$ cat src/rtl/vga_timing_pkg.sv
// Shared timing constants for the 640x480@60 Hz raster generator.
package vga_timing_pkg;

  localparam int unsigned COORD_W     = 10;
  localparam int unsigned FRAME_CNT_W = 16;

  typedef logic [COORD_W-1:0] coord_t;
  // One extra bit so sync/visible bounds up to 1024 compare without overflow.
  typedef logic [COORD_W:0]   coord_ext_t;

  localparam int unsigned H_VISIBLE_DEF = 640;
  localparam int unsigned H_FP_DEF      = 16;
  localparam int unsigned H_SYNC_DEF    = 96;
  localparam int unsigned H_BP_DEF      = 48;
  localparam int unsigned V_VISIBLE_DEF = 480;
  localparam int unsigned V_FP_DEF      = 10;
  localparam int unsigned V_SYNC_DEF    = 2;
  localparam int unsigned V_BP_DEF      = 33;

  localparam int unsigned SYNC_DELAY_MAX = 4;

  // Both syncs are active low on the VGA connector.
  localparam logic SYNC_ACTIVE = 1'b0;

  function automatic int unsigned h_total(input int unsigned vis, input int unsigned fp,
                                          input int unsigned sync, input int unsigned bp);
    return vis + fp + sync + bp;
  endfunction

  function automatic int unsigned v_total(input int unsigned vis, input int unsigned fp,
                                          input int unsigned sync, input int unsigned bp);
    return vis + fp + sync + bp;
  endfunction

endpackage

$ cat src/rtl/vga_sync_delay.sv
// Shift register for the sync lines; every stage resets to 1 so that no
// spurious (active-low) sync pulse leaves the pipeline after reset.
module vga_sync_delay #(
  parameter int unsigned Depth = 2,
  parameter int unsigned Width = 2
) (
  input  logic             clk_i,
  input  logic             rst_ni,
  input  logic [Width-1:0] d_i,
  output logic [Width-1:0] q_o
);

  if (Depth == 0) begin : gen_wire
    logic unused_clk_rst;
    assign unused_clk_rst = clk_i ^ rst_ni;
    assign q_o = d_i;
  end else begin : gen_pipe
    logic [Width-1:0] stage_q [Depth];
    logic [Width-1:0] stage_d [Depth];

    // Next state: each stage takes its predecessor, stage 0 takes the input.
    always_comb begin
      stage_d[0] = d_i;
      for (int i = 1; i < int'(Depth); i++) begin
        stage_d[i] = stage_q[i-1];
      end
    end

    // Pipeline registers, filled with the idle (deasserted) level on reset.
    always_ff @(posedge clk_i or negedge rst_ni) begin
      if (!rst_ni) begin
        for (int i = 0; i < int'(Depth); i++) begin
          stage_q[i] <= '1;
        end
      end else begin
        for (int i = 0; i < int'(Depth); i++) begin
          stage_q[i] <= stage_d[i];
        end
      end
    end

    assign q_o = stage_q[Depth-1];
  end

endmodule

$ cat src/rtl/vga_timing_gen.sv
// VGA raster timing generator: pixel/line counters, blank, line/frame
// start pulses and active-low hs/vs delayed by SYNC_DELAY clocks.
// Optional feature macro: VGA_FRAME_CNT_EN adds a 16-bit frame counter port.
module vga_timing_gen
  import vga_timing_pkg::*;
#(
  parameter int unsigned H_VISIBLE  = H_VISIBLE_DEF,
  parameter int unsigned H_FP       = H_FP_DEF,
  parameter int unsigned H_SYNC     = H_SYNC_DEF,
  parameter int unsigned H_BP       = H_BP_DEF,
  parameter int unsigned V_VISIBLE  = V_VISIBLE_DEF,
  parameter int unsigned V_FP       = V_FP_DEF,
  parameter int unsigned V_SYNC     = V_SYNC_DEF,
  parameter int unsigned V_BP       = V_BP_DEF,
  parameter int unsigned SYNC_DELAY = 2
) (
  input  logic               vga_clk,
  input  logic               reset_n,
  output logic [COORD_W-1:0] DrawX,
  output logic [COORD_W-1:0] DrawY,
  output logic               blank,
  output logic               hs,
  output logic               vs,
`ifdef VGA_FRAME_CNT_EN
  output logic [FRAME_CNT_W-1:0] frame_cnt,
`endif
  output logic               line_start,
  output logic               frame_start
);

  localparam int unsigned HTotal = h_total(H_VISIBLE, H_FP, H_SYNC, H_BP);
  localparam int unsigned VTotal = v_total(V_VISIBLE, V_FP, V_SYNC, V_BP);

  if (HTotal > (1 << COORD_W) || VTotal > (1 << COORD_W)) begin : gen_bad_total
    $error("vga_timing_gen: H/V total exceeds the coordinate counter range");
  end
  if (SYNC_DELAY > SYNC_DELAY_MAX) begin : gen_bad_delay
    $error("vga_timing_gen: SYNC_DELAY out of range");
  end

  localparam coord_t     HLast      = coord_t'(HTotal - 1);
  localparam coord_t     VLast      = coord_t'(VTotal - 1);
  localparam coord_ext_t HVis       = coord_ext_t'(H_VISIBLE);
  localparam coord_ext_t VVis       = coord_ext_t'(V_VISIBLE);
  localparam coord_ext_t HSyncStart = coord_ext_t'(H_VISIBLE + H_FP);
  localparam coord_ext_t HSyncEnd   = coord_ext_t'(H_VISIBLE + H_FP + H_SYNC);
  localparam coord_ext_t VSyncStart = coord_ext_t'(V_VISIBLE + V_FP);
  localparam coord_ext_t VSyncEnd   = coord_ext_t'(V_VISIBLE + V_FP + V_SYNC);

  // hc_q/vc_q are the presented position; DrawX/DrawY come straight from them.
  coord_t hc_q, hc_d;
  coord_t vc_q, vc_d;
  logic   primed_q, primed_d;
  logic   blank_q, blank_d;
  logic   line_start_q, line_start_d;
  logic   frame_start_q, frame_start_d;
  logic   hs_raw_q, hs_raw_d;
  logic   vs_raw_q, vs_raw_d;
  logic   in_hsync, in_vsync;
  logic [1:0] sync_dly;

  // Next position plus every output decoded from that same position, so all
  // registered outputs describe one pixel in the same cycle.
  always_comb begin
    primed_d = 1'b1;
    hc_d     = hc_q;
    vc_d     = vc_q;
    if (!primed_q) begin
      // First edge after reset presents (0,0) without advancing.
      hc_d = '0;
      vc_d = '0;
    end else if (hc_q == HLast) begin
      hc_d = '0;
      vc_d = (vc_q == VLast) ? '0 : vc_q + 1'b1;
    end else begin
      hc_d = hc_q + 1'b1;
    end

    blank_d       = ({1'b0, hc_d} < HVis) && ({1'b0, vc_d} < VVis);
    line_start_d  = (hc_d == '0);
    frame_start_d = (hc_d == '0) && (vc_d == '0);
    in_hsync      = ({1'b0, hc_d} >= HSyncStart) && ({1'b0, hc_d} < HSyncEnd);
    in_vsync      = ({1'b0, vc_d} >= VSyncStart) && ({1'b0, vc_d} < VSyncEnd);
    hs_raw_d      = in_hsync ? SYNC_ACTIVE : ~SYNC_ACTIVE;
    vs_raw_d      = in_vsync ? SYNC_ACTIVE : ~SYNC_ACTIVE;
  end

  // Raster state and registered outputs.
  always_ff @(posedge vga_clk or negedge reset_n) begin
    if (!reset_n) begin
      primed_q      <= 1'b0;
      hc_q          <= '0;
      vc_q          <= '0;
      blank_q       <= 1'b0;
      line_start_q  <= 1'b0;
      frame_start_q <= 1'b0;
      hs_raw_q      <= ~SYNC_ACTIVE;
      vs_raw_q      <= ~SYNC_ACTIVE;
    end else begin
      primed_q      <= primed_d;
      hc_q          <= hc_d;
      vc_q          <= vc_d;
      blank_q       <= blank_d;
      line_start_q  <= line_start_d;
      frame_start_q <= frame_start_d;
      hs_raw_q      <= hs_raw_d;
      vs_raw_q      <= vs_raw_d;
    end
  end

  vga_sync_delay #(
    .Depth (SYNC_DELAY),
    .Width (2)
  ) u_sync_delay (
    .clk_i  (vga_clk),
    .rst_ni (reset_n),
    .d_i    ({hs_raw_q, vs_raw_q}),
    .q_o    (sync_dly)
  );

  assign DrawX       = hc_q;
  assign DrawY       = vc_q;
  assign blank       = blank_q;
  assign line_start  = line_start_q;
  assign frame_start = frame_start_q;
  assign hs          = sync_dly[1];
  assign vs          = sync_dly[0];

`ifdef VGA_FRAME_CNT_EN
  logic [FRAME_CNT_W-1:0] frame_cnt_q, frame_cnt_d;

  // Count frame wraps only; the priming edge's frame_start is not a wrap.
  always_comb begin
    frame_cnt_d = frame_cnt_q;
    if (primed_q && frame_start_d) begin
      frame_cnt_d = frame_cnt_q + 1'b1;
    end
  end

  // Frame counter register.
  always_ff @(posedge vga_clk or negedge reset_n) begin
    if (!reset_n) begin
      frame_cnt_q <= '0;
    end else begin
      frame_cnt_q <= frame_cnt_d;
    end
  end

  assign frame_cnt = frame_cnt_q;
`endif

endmodule

$ cat config.mk
export PLATFORM = sky130hd
export DESIGN_NAME = vga_timing_gen
export DESIGN_NICKNAME = d
export VERILOG_FILES = /design/src/rtl/vga_timing_pkg.sv /design/src/rtl/vga_sync_delay.sv /design/src/rtl/vga_timing_gen.sv
export SDC_FILE = /design/constraint.sdc
export NUM_CORES = 1
export LEC_CHECK = 0
export CORE_UTILIZATION = 57
export DETAILED_ROUTE_END_ITERATION = 8
export HOLD_SLACK_MARGIN = 0.03
export PLACE_DENSITY = 0.91
export SLEW_MARGIN = 0
export SYNTH_ARGS = -nofsm -noshare
export SYNTH_HDL_FRONTEND = slang
export SYNTH_SLANG_ARGS = --single-unit
$ cat constraint.sdc
create_clock -name vga_clk -period 3.7 [get_ports vga_clk]
set_clock_uncertainty 0.1 [all_clocks]
set_input_delay 0.925 -clock vga_clk [delete_from_list [all_inputs] [get_ports vga_clk]]
set_output_delay 0.925 -clock vga_clk [all_outputs]
set_load 0.01 [all_outputs]
==> flow_metrics.tcl, run 1 <==
set metrics [dict create \
    powerDensity_mw_per_mm2 317 \
    fillers 199 \
    cts.clk_slew.worst_paths_ns 0.09 \
    vias_per_cell 6.01 \
    period_share_pct 69.4 \
    post_cts_buffers 0 \
    drv_slew 0 \
    cts_root_buffer "clkbuf_4" \
    grt-ovfl-total 0 \
    worstPathCellList "clkdlybuf4s50_1" \
    synth_top_area_cell "dfrtp_1" \
    grt_max_degree 31 \
    setup-tns-final_ns 0 \
    hold_violations 0 \
    clkSinkCount 30 \
    synth_edf_count 0 \
    cp_max_fo 10 \
    clockBufferDepth 2 \
    power_frac_comb_pct 5.8 \
    insertion_delay_ns 0.34 \
    synth_seq_cells 30 \
    vias 1334 \
    synth_area_mm2 0.00166 \
    multiInputGateArea_um2 822 \
    post_cts_resized 0 \
    io_pins 27 \
    h-tree-depth 2 \
    internal-power_mw 0.491 \
    wirelength_mm 3.56 \
    numPortBuffers 26 \
    netSwitchingPower_mw 0.139 \
    rows 19 \
    period_needed_ns 2.57 \
    cts_buffers 5 \
    wl_per_cell_um 16.0 \
    die_w_um 56.0 \
    grt_pass1_wl_mm 6.09 \
    rr_startpoint "DrawX[0]" \
    seq_area_um2 758 \
    cts_tree "built" \
    coreArea_mm2 0.00276 \
    syn_inst 163 \
    dp_hpwl_mm 2.61 \
    finalNetCount 195 \
    dieHeight_um 56.0 \
    outcome "completed" \
    crit_path_top_delay_cell "clkdlybuf4s50_1" \
    setup_slack_ns 1.13 \
    synthFlopType "dfrtp_1" \
    path_delay_family "buffers and inverters" \
    timing.rr.end "blank" \
    yosysMostFrequentCell "dfrtp_1" \
    drive_above_1_share_pct 15.7 \
    clockPowerShare_pct 40.2 \
    synth.area.top_cells "dfrtp_1 (36%), dfstp_2 (9.5%), xnor2_1 (6.9%), nor2_1 (4.5%), xor2_1 (4.2%)" \
    gp_congestion 0.926 \
    ir_drop_v 0.000360 \
    place_ws_ns 1.24 \
    startpoint_type "register" \
    maxCapViolations 0 \
    worstHoldPathType "reg -> reg" \
    antenna_found_initial 0 \
    hp-start "vs_raw_q" \
    fmax_ghz 0.390 \
    yosys_warnings 0 \
    rsz0062_at_grt "no" \
    setup_viol 0 \
    drc_errors 0 \
    ys_types 44 \
    cpPeakStageDelay_ns 0.61 \
    reg2reg_depth 7 \
    synthesis.nets 168 \
    ant_nets 0 \
    track_usage_pct 25.4 \
    n_antenna_cell 0 \
    synth.avg_cell_area_um2 10.2 \
    die_area_mm2 0.00313 \
    r2r_slack_ns 1.18 \
    worst_setup_path_end_kind "primary output" \
    postCtsHoldBufs 0 \
    crit_required_ns 2.67 \
    p_seq_share_pct 53.9 \
    yosysSeqAreaShare_pct 45.6 \
    hold_depth 0 \
    grt_pass1_vias 1242 \
    drt_pass1_iterations 4 \
    criticalPathCategory "reg -> out" \
    holdPathEnd "u_sync_delay.gen_pipe.stage_d[0]" \
    synth_common_cells "dfrtp_1 (24), nor2_1 (20), xnor2_1 (13)" \
    worstPathArrival_ns 1.54 \
    area_growth_pct 19.6 \
    cp_num_buf_inv 1 \
    start_util_pct 60.3 \
    leakagePower_nw 0.802 \
    drtIter0Drc 56 \
    switching_share_pct 22.1 \
    synth_top_area_share_pct 36.1 \
    async_flop_share_pct 100 \
]
sequential cells by signal, summed over array words and instances, names as in the netlist:
name,cells
blank,1
hs_raw_q,1
DrawX,10
DrawY,10
u_sync_delay.q_o,2
u_sync_delay.gen_pipe.stage_d,2
vs_raw_q,1
primed_q,1
line_start,1
frame_start,1
metal layers:
layer	up-vias	wire length [µm]	GRT usage (%)
met1	639	1480	34.9
met4	0	31	6.62
met3	6	288	6.98
li1	624	-	-
met5	-	0	0
met2	65	1750	40.1
layout make-up:
cell class	instances	share of cell area, %
tap	31	1.95
sequential	30	38.2
timing repair buffer	27	13.5
inverter	6	1.13
clock inverter	3	2.02
clock buffer	5	1.89
multi-input combinational	120	41.4
power groups by stage:
| stage | sequential [mW] | clock (mW) | combinational [mW] |
|---|---|---|---|
| 2_1_floorplan | 0.346 | 0 | 0.0159 |
| 3_3_place_gp | 0.345 | 0 | 0.0364 |
| 3_5_place_dp | 0.346 | 0 | 0.0373 |
| 4_1_cts | 0.339 | 0.260 | 0.0375 |
| 5_1_grt | 0.341 | 0.275 | 0.0411 |
| 6_report | 0.340 | 0.253 | 0.0368 |
per-stage QoR:
stage          std cells  power, mW  hold WS [ns]  util (%)  area, µm²
2_1_floorplan        163      0.362         0.245         -       1660
3_3_place_gp         214      0.381         0.246      69.2       1910
3_5_place_dp         214      0.383         0.247      69.2       1910
4_1_cts              222      0.637         0.261      72.1       1990
5_1_grt              222      0.657         0.267      72.1       1990
6_report             222      0.630         0.260      72.1       1990
cell families (layout without fill, tap and decap cells):
logic type | count (synthesis) | count (layout) | share of synthesized area [%]
AO/OA/AOI/OAI | 14 | 14 | 5.42
XOR/XNOR | 21 | 21 | 11.1
flip-flops | 30 | 30 | 45.6
adder cells (fa/ha/maj) | 3 | 3 | 2.26
buffers and inverters | 13 | 41 | 4.89
other | 1 | 1 | 0.226
multiplexers | 1 | 1 | 0.602
AND/OR/NAND/NOR | 80 | 80 | 29.9
how the worst max path moves through the flow:
stage / to / from / cells past startpoint / slack [ns]
2_1_floorplan: frame_start / DrawX[0] / 8 / 1.52
6_report: DrawY[3] / DrawY[3] / 1 / 1.13
4_1_cts: DrawY[3] / DrawY[3] / 1 / 1.14
3_3_place_gp: blank / DrawX[0] / 7 / 1.38
3_5_place_dp: blank / DrawX[0] / 7 / 1.24
5_1_grt: blank / DrawX[0] / 7 / 0.98
layout by cell type, fill, tap and decap left out, drive strengths merged, types with 2 or more instances in the layout:
cell type and n:
nor2b 3, clkdlybuf4s50 26, nand4 8, dfrtp 24, inv 6, nand3 7
or4 2, clkinv 2, nor2 20, and2 2, xor2 8, ha 3
a31oi 3, xnor2 13, a21oi 5, dfstp 6, nand2 9, nand3b 3
or2 3, clkbuf 5, nor3 8, and3 5, nor4 4
No activity file was read; power rests on OpenSTA's default activity.
==> run 2: changes to the inputs <==
CORE_UTILIZATION = 47   (was 57)
PLACE_DENSITY = 0.81   (was 0.91)
clock period = 2.28 ns   (was 3.7 ns; I/O delays follow)
==> run 2 against run 1 <==
  * Final cell count rose by 14%
  * Clock-buffer cell count rose by 2
  * Routed wire length rose by 2.0%
  * Critical path depth did not move
  * Hold slack got worse by 0.00060 ns
  * Register-to-register slack got worse by 1.0 ns
  * Total power rose by 51%
  * Core utilization fell by 9.0 points
  * First-iteration DRC count fell by 32%
  * Largest cell class unchanged
  * Largest power group unchanged
  * Highest routed layer unchanged
==> flow_metrics.tcl, run 2 (synthesized netlist as in run 1, its figures left out) <==
set metrics [dict create \
    cp_num_buf_inv 1 \
    fmax_ghz 0.458 \
    drtIter0Drc 38 \
    n_antenna_cell 0 \
    crit_path_top_delay_cell "clkdlybuf4s50_1" \
    hold_depth 0 \
    final_cell_mix "clkdlybuf4s50_1 (26), dfrtp_1 (24), nor2_1 (20)" \
    cts_buffers 5 \
    vias 1378 \
    maxCapViolations 0 \
    track_usage_pct 21.5 \
    drive_above_1_share_pct 22.3 \
    ir_drop_v 0.000253 \
    drt_pass1_iterations 4 \
    cts.clk_slew.worst_paths_ns 0.08 \
    powerDensity_mw_per_mm2 447 \
    netSwitchingPower_mw 0.222 \
    internal-power_mw 0.726 \
    worst-path-stages 1 \
    period_share_pct 95.8 \
    place_ws_ns 0.117 \
    fin_area_mm2 0.00212 \
    grt-ovfl-total 0 \
    post_dp_cell_area_mm2 0.00203 \
    cp_max_fo 8 \
    rows 21 \
    startpoint_type "register" \
    fin_cells 252 \
    numPortBuffers 26 \
    dp_hpwl_mm 2.60 \
    cts_root_buffer "clkbuf_4" \
    p_seq_share_pct 57.7 \
    area_growth_pct 27.7 \
    rr_startpoint "DrawX[6]" \
    dp.cells 242 \
    period_needed_ns 2.18 \
    dieHeight_um 61.5 \
    criticalPathCategory "reg -> out" \
    crit_required_ns 1.61 \
    io_pins 27 \
    holdPathEnd "u_sync_delay.q_o[1]" \
    clockPowerShare_pct 34.5 \
    drv_slew 0 \
    die_area_mm2 0.00378 \
    wl_per_cell_um 14.4 \
    vias_per_cell 5.47 \
    finalNetCount 210 \
    clockBufferDepth 2 \
    h-tree-depth 2 \
    path_delay_family "buffers and inverters" \
    r2r_slack_ns 0.14 \
    antenna_found_initial 0 \
    wirelength_mm 3.63 \
    hp-start "u_sync_delay.gen_pipe.stage_d[1]" \
    switching_share_pct 23.5 \
    leakagePower_nw 0.870 \
    grt_pass1_vias 1230 \
    power_frac_comb_pct 7.8 \
    rsz0062_at_grt "no" \
    coreArea_mm2 0.00336 \
    reg2reg_depth 6 \
    drc_errors 0 \
    gp_congestion 0.927 \
    postCtsHoldBufs 0 \
    grt_pass1_wl_mm 5.66 \
    insertion_delay_ns 0.33 \
    setup_viol 0 \
    worst_setup_path_end_kind "primary output" \
    start_util_pct 49.4 \
    hold_violations 0 \
    worstPathCellList "clkdlybuf4s50_1" \
    ant_nets 0 \
    grt_max_degree 31 \
    timing.rr.end "blank" \
    cpPeakStageDelay_ns 0.61 \
    worstPathArrival_ns 1.51 \
    cts_tree "built" \
    outcome "completed" \
    final_common_cell "clkdlybuf4s50_1" \
    worstHoldPathType "reg -> reg" \
    setup-tns-final_ns 0 \
    clkSinkCount 30 \
    setup_slack_ns 0.0962 \
    p_total_mw 0.948 \
    die_w_um 61.5 \
]
-- run 2: cell count changes in the layout (fill, tap and decap cells not counted) --
| cell | before | now |
|---|---|---|
| clkinv_2 | 2 | 1 |
| clkbuf_1 | 0 | 1 |
| bufinv_16 | 1 | 0 |
| nor3_2 | 1 | 2 |
| nor3_1 | 6 | 5 |
| nor4_2 | 1 | 0 |
| nor4_4 | 2 | 3 |
| clkbuf_8 | 0 | 1 |
| xnor2_2 | 0 | 1 |
| xnor2_1 | 13 | 12 |
| buf_4 | 1 | 16 |
-- run 2: final cells by class --
class	instances	area, µm²
clock inverters	1	5.00
multi-input cells	120	843
clock buffers	7	55.1
repair buffers	42	380
inverters	6	22.5
flip-flops and latches	30	758
fillers	280	1240
well taps	46	57.6
-- run 2: worst max-delay path by stage --
stage | end | slack, ns | startpoint
CTS | blank | 0.08 | DrawX[1]
finish | DrawX[6] | 0.1 | DrawX[6]
global placement | blank | 0.16 | DrawX[0]
floorplan | frame_start | 0.1 | DrawX[0]
detailed placement | blank | 0.12 | DrawX[0]
global route | blank | 0.01 | DrawX[1]
-- run 2: per-layer routing --
| metal | GRT usage, % | share of wire, % |
|---|---|---|
| met5 | 0 | 0 |
| met4 | 9.84 | 2.4 |
| met3 | 6.93 | 4.8 |
| met2 | 32.9 | 49 |
| met1 | 27.9 | 44 |
-- run 2: stage by stage --
step | hold slack [ns] | utilization [%]
floorplan | 0.174 | -
global placement | 0.245 | 60.2
detailed placement | 0.247 | 60.2
CTS | 0.260 | 62.0
global route | 0.264 | 63.1
finish | 0.259 | 63.1
-- run 2: repair_timing --
action | 4_1_cts | 5_1_grt
setup buffers | 0 | 2
resized for setup | 0 | 3
setup endpoints to repair | 0 | 2
-- run 2: power by group through the flow --
stage | sequential, mW | combinational (mW) | clock [mW]
5_1_grt | 0.549 | 0.0828 | 0.366
3_3_place_gp | 0.556 | 0.0721 | 0
6_report | 0.547 | 0.0741 | 0.327
2_1_floorplan | 0.562 | 0.0258 | 0
4_1_cts | 0.547 | 0.0742 | 0.339
3_5_place_dp | 0.557 | 0.0740 | 0
==> run 3: changes to the inputs <==
GPL_TIMING_DRIVEN = 0   (was unset)
==> run 3 against run 2 <==
  * Core utilization is 2.0 points higher
  * Sequential power barely moved
  * Sequential share of layout area shrank 1.1 points
  * Critical path depth increased by 7
  * Register-to-register slack got worse by 0.04 ns
  * Hold slack got worse by 0.11 ns
  * Final area up 3.1%
  * Setup slack worse by 0.0010 ns
  * Clock power about the same
  * Die area unchanged
  * Routed wire length grew 1.7%
  * Flip-flop and latch count is the same
  * Critical path type is now reg -> reg
  * Largest power group unchanged
==> flow_metrics.tcl, run 3 (synthesized netlist as in run 1, its figures left out) <==
set metrics [dict create \
    fmax_ghz 0.458 \
    die_area_mm2 0.00378 \
    h-tree-depth 2 \
    drive_above_1_share_pct 26.0 \
    crit_required_ns 2.43 \
    vias 1369 \
    final_common_cell "clkdlybuf4s50_1" \
    io_pins 27 \
    cts_tree "built" \
    fillers 269 \
    fin_area_mm2 0.00219 \
    leakagePower_nw 0.886 \
    criticalPathCategory "reg -> reg" \
    relSlewSlack_pct 57.3 \
    dp.cells 235 \
    powerDensity_mw_per_mm2 438 \
    r2r_slack_ns 0.1 \
    drc_errors 0 \
    fin_cells 254 \
    drtIter0Drc 54 \
    area_growth_pct 31.7 \
    worstPathCellList "ha_4 > and4_4 > nand3_4 > buf_8 > or4_1 > a21oi_2 > a41oi_1 > nor3_2" \
    rr_startpoint "DrawX[1]" \
    cp_max_fo 8 \
    whs_ns 0.148 \
    wirelength_mm 3.69 \
    coreArea_mm2 0.00336 \
    worstHoldPathType "in -> async" \
    postCtsHoldBufs 0 \
    worst_slew_pin_slew_ns 0.640 \
    maxCapViolations 0 \
    drv_slew 0 \
    place_ws_ns -0.119 \
    clkSinkCount 30 \
    start_util_pct 49.4 \
    reg2reg_depth 8 \
    numPortBuffers 26 \
    p_total_mw 0.958 \
    antenna_found_initial 0 \
    finalNetCount 212 \
    grt_max_degree 31 \
    cts_buffers 5 \
    worst_setup_path_end_kind "register" \
    ir_drop_v 0.000222 \
    setup_viol 0 \
    gp_congestion 0.899 \
    n_antenna_cell 0 \
    rows 21 \
    wl_per_cell_um 14.5 \
    outcome "completed" \
    timing.rr.end "frame_start" \
    cts_root_buffer "clkbuf_4" \
    hold_violations 0 \
    period_share_pct 95.8 \
    setup-tns-final_ns 0 \
    die_w_um 61.5 \
    startpoint_type "register" \
    final_util_pct 65.1 \
    cpPeakStageDelay_ns 0.48 \
    post_dp_cell_area_mm2 0.00198 \
    vias_per_cell 5.39 \
    dieHeight_um 61.5 \
    cts.clk_slew.worst_paths_ns 0.10 \
    drt_pass1_iterations 4 \
    crit_path_top_delay_cell "or4_1" \
    setup_slack_ns 0.0952 \
    grt_pass1_vias 1240 \
    final_cell_mix "clkdlybuf4s50_1 (25), dfrtp_1 (24), nor2_1 (20)" \
    worstPathArrival_ns 2.34 \
    ant_nets 0 \
    grt_pass1_wl_mm 5.69 \
    clockBufferDepth 2 \
    grt-ovfl-total 0 \
    track_usage_pct 20.9 \
    period_needed_ns 2.18 \
    dp_hpwl_mm 2.44 \
    insertion_delay_ns 0.33 \
]
-- run 3: critical path: cells and delay by family, from the launching register on --
family,cells,cell delay [ns]
simple gates,4,0.95
compound gates,2,0.30
buf+inv,1,0.16
flops,1,0.41
fa+ha+maj,1,0.17
-- run 3: repair_timing --
action                     in CTS  in global routing
gates cloned                    0                  0
resized for setup               3                  9
setup endpoints to repair       3                  3
setup buffers                   2                  9
pin swaps                       0                  5
-- run 3: power breakdown --
group          switching, mW  internal, mW
Clock                  0.179         0.149
Sequential           0.00750         0.541
Combinational         0.0404        0.0411
-- run 3: worst max-delay path by stage --
stage,end,slack [ns],cells after the start,from
finish,frame_start,0.1,8,DrawX[1]
global route,blank,-0.0003,6,DrawY[6]
CTS,frame_start,0.03,8,DrawX[0]
detailed placement,blank,-0.12,8,DrawX[0]
global placement,blank,-0.06,8,DrawX[0]
floorplan,frame_start,0.1,8,DrawX[0]
-- run 3: area by class of cell --
type                            count  area (µm²)  share of cell area, %
Timing Repair Buffer               37         338                   15.4
Tap cell                           46        57.6                   2.63
Clock buffer                        7        55.1                   2.52
Buffer                              7        62.6                   2.86
Sequential cell                    30         758                   34.6
Inverter                            6        22.5                   1.03
Multi-Input combinational cell    120         890                   40.7
Clock inverter                      1        5.00                  0.229
-- run 3: routing by layer --
layer | wire length (µm) | vias up | share of wire [%] | global-route usage (%)
met5 | 0 | - | 0 | 0
met4 | 100 | 0 | 2.7 | 9.21
met3 | 147 | 12 | 4.0 | 5.67
met2 | 1770 | 36 | 48 | 32.8
met1 | 1670 | 664 | 45 | 27.2
li1 | - | 657 | - | -
